==> src/rtl/gmsk_freq_disc.sv <==
// rtl/gmsk_freq_disc.sv - GMSK frequency discriminator and per-symbol hard slicer
//
// Takes one CORDIC phase sample per phase_valid strobe, forms the wrapped
// phase difference against the previous accepted sample, saturates it to
// FREQ_W bits, integrates SPS differences and slices the sum into one bit.
//
// Ports:
//   clk, rst      system clock, synchronous active-high reset
//   en            block enable; low returns to IDLE and clears the integrator
//   phase_in      unsigned phase code, legal range 0..FULL_SCALE-1
//   phase_valid   single-cycle strobe qualifying phase_in
//   sym_align     restart symbol integration
//   freq_out      wrapped, saturated phase difference (signed, held)
//   freq_valid    one-cycle pulse with each new freq_out
//   acc_out       integrator sum at symbol end (signed, held)
//   bit_out       hard decision, 1 when acc_out >= 0
//   bit_valid     one-cycle pulse with each new bit_out
//   sat_flag      sticky: a difference was clipped
//   range_err     sticky: an out-of-range phase was received
module gmsk_freq_disc #(
  parameter int PHASE_W    = 9,
  parameter int FULL_SCALE = 360,
  parameter int FREQ_W     = 8,
  parameter int SPS        = 20,
  parameter int ACC_W      = FREQ_W + $clog2(SPS) + 1
) (
  input  logic                     clk,
  input  logic                     rst,
  input  logic                     en,
  input  logic [PHASE_W-1:0]       phase_in,
  input  logic                     phase_valid,
  input  logic                     sym_align,
  output logic signed [FREQ_W-1:0] freq_out,
  output logic                     freq_valid,
  output logic signed [ACC_W-1:0]  acc_out,
  output logic                     bit_out,
  output logic                     bit_valid,
  output logic                     sat_flag,
  output logic                     range_err
);

  localparam int DW    = PHASE_W + 2;
  localparam int CNT_W = $clog2(SPS + 1);
  localparam int SAT_MAX = 2 ** (FREQ_W - 1) - 1;
  localparam int SAT_MIN = -(2 ** (FREQ_W - 1));

  localparam logic signed [DW-1:0]  FS_S   = DW'(FULL_SCALE);
  localparam logic signed [DW-1:0]  HALF_S = DW'(FULL_SCALE / 2);
  localparam logic [PHASE_W:0]      FS_U   = (PHASE_W + 1)'(FULL_SCALE);
  localparam logic [CNT_W-1:0]      SPS_C  = CNT_W'(SPS);

  typedef enum logic [1:0] {IDLE, PRIME, RUN} state_t;

  state_t                    state_q, state_d;
  logic [PHASE_W-1:0]        prev_q, prev_d;
  logic signed [ACC_W-1:0]   acc_q, acc_d;
  logic [CNT_W-1:0]          cnt_q, cnt_d;
  logic signed [FREQ_W-1:0]  freq_out_q, freq_out_d;
  logic                      freq_valid_q, freq_valid_d;
  logic signed [ACC_W-1:0]   acc_out_q, acc_out_d;
  logic                      bit_out_q, bit_out_d;
  logic                      bit_valid_q, bit_valid_d;
  logic                      sat_q, sat_d;
  logic                      rerr_q, rerr_d;
  // Completed symbol waiting one cycle so bit_valid trails its freq_valid.
  logic                      done_q, done_d;
  logic signed [ACC_W-1:0]   done_sum_q, done_sum_d;

  logic                      legal, accept;
  logic signed [DW-1:0]      diff_raw, diff_w;
  logic signed [31:0]        d_wide;
  logic                      over, under;
  logic signed [FREQ_W-1:0]  freq_clip;
  logic signed [ACC_W-1:0]   d_acc, acc_sum;
  logic [CNT_W-1:0]          cnt_next;

  always_comb begin
    legal  = {1'b0, phase_in} < FS_U;
    accept = phase_valid && legal;

    // Modular subtraction in DW bits, then fold into (-FS/2, +FS/2].
    diff_raw = {2'b00, phase_in} - {2'b00, prev_q};
    diff_w   = diff_raw;
    if (diff_raw > HALF_S) begin
      diff_w = diff_raw - FS_S;
    end else if (diff_raw <= -HALF_S) begin
      diff_w = diff_raw + FS_S;
    end

    d_wide    = {{(32 - DW){diff_w[DW-1]}}, diff_w};
    over      = d_wide > SAT_MAX;
    under     = d_wide < SAT_MIN;
    freq_clip = over ? FREQ_W'(SAT_MAX) : (under ? FREQ_W'(SAT_MIN) : d_wide[FREQ_W-1:0]);

    d_acc    = {{(ACC_W - FREQ_W){freq_clip[FREQ_W-1]}}, freq_clip};
    acc_sum  = acc_q + d_acc;
    cnt_next = cnt_q + CNT_W'(1);

    state_d      = state_q;
    prev_d       = prev_q;
    acc_d        = acc_q;
    cnt_d        = cnt_q;
    freq_out_d   = freq_out_q;
    freq_valid_d = 1'b0;
    acc_out_d    = acc_out_q;
    bit_out_d    = bit_out_q;
    bit_valid_d  = 1'b0;
    sat_d        = sat_q;
    rerr_d       = rerr_q;
    done_d       = 1'b0;
    done_sum_d   = done_sum_q;

    if (done_q) begin
      acc_out_d   = done_sum_q;
      bit_out_d   = ~done_sum_q[ACC_W-1];
      bit_valid_d = 1'b1;
    end

    if (phase_valid && !legal) begin
      rerr_d = 1'b1;
    end

    if (!en) begin
      state_d = IDLE;
      acc_d   = '0;
      cnt_d   = '0;
    end else begin
      case (state_q)
        IDLE: state_d = PRIME;
        PRIME: begin
          if (sym_align) begin
            acc_d = '0;
            cnt_d = '0;
          end
          if (accept) begin
            prev_d  = phase_in;
            state_d = RUN;
          end
        end
        RUN: begin
          if (accept) begin
            prev_d       = phase_in;
            freq_out_d   = freq_clip;
            freq_valid_d = 1'b1;
            if (over || under) begin
              sat_d = 1'b1;
            end
            // sym_align takes precedence over a symbol-completing sample.
            if (sym_align) begin
              acc_d = d_acc;
              cnt_d = CNT_W'(1);
            end else if (cnt_next == SPS_C) begin
              done_d     = 1'b1;
              done_sum_d = acc_sum;
              acc_d      = '0;
              cnt_d      = '0;
            end else begin
              acc_d = acc_sum;
              cnt_d = cnt_next;
            end
          end else if (sym_align) begin
            acc_d = '0;
            cnt_d = '0;
          end
        end
        default: state_d = IDLE;
      endcase
    end
  end

  always_ff @(posedge clk) begin
    if (rst) begin
      state_q      <= IDLE;
      prev_q       <= '0;
      acc_q        <= '0;
      cnt_q        <= '0;
      freq_out_q   <= '0;
      freq_valid_q <= 1'b0;
      acc_out_q    <= '0;
      bit_out_q    <= 1'b0;
      bit_valid_q  <= 1'b0;
      sat_q        <= 1'b0;
      rerr_q       <= 1'b0;
      done_q       <= 1'b0;
      done_sum_q   <= '0;
    end else begin
      state_q      <= state_d;
      prev_q       <= prev_d;
      acc_q        <= acc_d;
      cnt_q        <= cnt_d;
      freq_out_q   <= freq_out_d;
      freq_valid_q <= freq_valid_d;
      acc_out_q    <= acc_out_d;
      bit_out_q    <= bit_out_d;
      bit_valid_q  <= bit_valid_d;
      sat_q        <= sat_d;
      rerr_q       <= rerr_d;
      done_q       <= done_d;
      done_sum_q   <= done_sum_d;
    end
  end

  assign freq_out   = freq_out_q;
  assign freq_valid = freq_valid_q;
  assign acc_out    = acc_out_q;
  assign bit_out    = bit_out_q;
  assign bit_valid  = bit_valid_q;
  assign sat_flag   = sat_q;
  assign range_err  = rerr_q;

endmodule

==> config.mk <==
export PLATFORM = sky130hd
export DESIGN_NAME = gmsk_freq_disc
export DESIGN_NICKNAME = d
export VERILOG_FILES = /design/src/rtl/gmsk_freq_disc.sv
export SDC_FILE = /design/constraint.sdc
export NUM_CORES = 1
export LEC_CHECK = 0
export CAP_MARGIN = 20
export CORE_UTILIZATION = 38
export CTS_BUF_LIST = sky130_fd_sc_hd__clkbuf_4
export DETAILED_ROUTE_END_ITERATION = 7
export GPL_ROUTABILITY_DRIVEN = 0
export HOLD_SLACK_MARGIN = 0.15
export PLACE_DENSITY = 0.59
export SYNTH_ARGS = -nofsm -noshare
export SYNTH_HDL_FRONTEND = slang
export SYNTH_SLANG_ARGS = --single-unit
==> constraint.sdc <==
create_clock -name clk -period 15.4 [get_ports clk]
set_clock_uncertainty 0.05 [all_clocks]
set_input_delay 4.62 -clock clk [delete_from_list [all_inputs] [get_ports clk]]
set_output_delay 4.62 -clock clk [all_outputs]
set_load 0.01 [all_outputs]
==> reports/metrics.csv <==
metric,value,unit
outcome,finished clean,
Worst EP arrival,10610,ps
Post-CTS Hold Buffers,0,
Overflow after GRT,0,
First DRT Iteration DRCs,245,
# H-tree levels,3,
Die H,109,um
Period minus WS final,10360,ps
root buf cell,clkbuf_4,
CP max stage delay,450,ps
drt via density,5.34,
drc violations,0,
post-CTS repair timing setup buffer count,0,
Mapped Nets,570,
cts bufs inserted,9,
num ports,41,
Core ar.,11000,sq um
CP startpoint kind,primary input,
CTS Sinks,72,
Least-Margin Pin Slew,960,ps
peak supply drop,0.0526,mV
"EDFF count, synth",0,
cell with the most instances after synthesis,nor2_1,
nets,605,
vias in the first global route,3588,
critical path capture point type,flip-flop,
Synth top area share,0.333,
Rows,38,
DP Area,4840,sq um
MaxCap Viol Count,0,
slowest CP cell,clkdlybuf4s50_1,
Routed WL,10100,um
Clock transition at path regs,120,ps
via count,3763,
drt wl/cell,14.3,um
synthesized cell area,4330,sq um
IO Port Bufs,40,
global-route wire length before repair,17200,um
hpwl dp,7540,um
Synth async-reset ratio,0,
TritonCTS clock tree,built,
Setup CP Type,primary input to flip-flop,
commonest cells in the netlist,"nor2_1, dfxtp_1, nand2_1",
starting density of the core,0.394,
power per cell area,89.7,nW/um^2
Leakage,1.89,nW
fin crit share,0.673,
slew margin rel.,0.356,
final hold vios,0,
Layout area overhead,14.7,%
fraction of layout cells with a size suffix above 1,0.0745,
post-CTS sizing,0,
syn avg cell area,8.25,sq um
Synth Flop Type,dfxtp_1,
largest net degree at the start of global routing,51,
setup_tns,0,ps
Longest Clk Path Bufs,2,
Max Clk Rate,0.0965,GHz
Pre-antenna DRT Iters,5,
Worst Hold Class,flip-flop to flip-flop,
dominant cell type by area after synthesis,dfxtp_1,
initial antenna violation count,1,
clk_lat worst skew,440,ps
DIE AREA,11800,sq um
#FFs+latches synth,72,
GRT Total Usage,0.187,
ANT nets after route,0,
RSZ-0062 raised after global routing,no,
"Seq/Total Area, Yosys",0.333,
Cells after Synth,525,
Slew Limit Fails,0,
Die W,109,um
Final Cell Area,4970,sq um
worst endpoint required time,15640,ps
final setup vio count,0,
synth top area cells,"dfxtp_1, ha_1, nor2_1",
"Distinct cells, synth",68,
CP max FO,14,
synth warn,0,
cells by family after synthesis:
kind of cell,count (synthesis),synth area share
simple gates,182,0.187
compound gates,149,0.236
flops,72,0.333
buf+inv,46,0.0416
fa+ha+maj,31,0.0930
mux,25,0.0592
xor+xnor,20,0.0500
placed cells by master, fill, tap and decap left out, types with 10 or more instances in the layout:
cell	Yosys	final
nor2_1	73	73
dfxtp_1	72	72
nand2_1	54	54
a21oi_1	46	46
clkdlybuf4s50_1	0	39
ha_1	29	29
inv_1	28	28
o21ai_0	25	25
mux2i_1	23	23
a21o_1	10	10
xnor2_1	10	10
nand3_1	10	10
a211oi_1	10	10
state kept, by name, summed over array words and instances, names as in the netlist:
| name | count |
|---|---|
| bit_out | 1 |
| acc_q | 14 |
| done_sum_q | 14 |
| acc_out | 14 |
| freq_out | 8 |
| cnt_q | 5 |
| state_q | 2 |
| freq_valid | 1 |
| bit_valid | 1 |
| prev_q | 9 |
| range_err | 1 |
| done_q | 1 |
| sat_flag | 1 |
cell type report:
type	instances	area, sq um
diodes	1	2.50
clock buffers	9	67.6
clock inverters	6	61.3
fillers	1088	6010
inverters	29	109
multi-input cells	407	2710
flip-flops and latches	72	1440
well taps	140	175
repair buffers	41	403
final timing paths:
check / end / cells past startpoint / slack (ps) / start
max: acc_q[13]$_SDFFE_PP0N_ / 26 / 5040 / phase_in[0]
min: done_sum_q[0]$_SDFFE_PP0P_ / 2 / 410 / done_sum_q[0]$_SDFFE_PP0P_
max reg2reg: acc_q[13]$_SDFFE_PP0N_ / 24 / 9410 / prev_q[0]$_SDFFE_PP0P_
min reg2reg: done_sum_q[0]$_SDFFE_PP0P_ / 2 / 410 / done_sum_q[0]$_SDFFE_PP0P_
metal layers:
metal,vias up,track usage,wire length [um]
met5,-,0,0
met2,72,0.290,4390
met3,9,0.0341,346
met1,1756,0.258,5220
li1,1926,-,-
met4,0,0.0637,144
worst max-delay path, delay by kind of cell:
kind	cells	cell delay, ps
AOI/OAI and AO/OA	12	2560
xor gates and xnor gates	2	250
adders and majority gates	3	880
buffers and inverters	3	660
muxes	2	670
and+or+nand+nor	4	950
through the flow:
step / util / instances / worst slack (ps) / total power, mW / hold WS, ps
2_1_floorplan: - / 525 / 5730 / 0.300 / 386
3_3_place_gp: 0.441 / 689 / 4830 / 0.328 / 397
3_5_place_dp: 0.441 / 689 / 4630 / 0.329 / 401
4_1_cts: 0.452 / 704 / 5110 / 0.450 / 418
5_1_grt: 0.452 / 705 / 4650 / 0.474 / 437
6_report: 0.452 / 705 / 5040 / 0.446 / 414
where the power goes:
part           switching [mW]  total, mW  internal [mW]
registers            0.000486      0.188          0.187
logic                  0.0861      0.139         0.0529
clock network          0.0714      0.119         0.0480
Power figures use the tool's default switching activity.
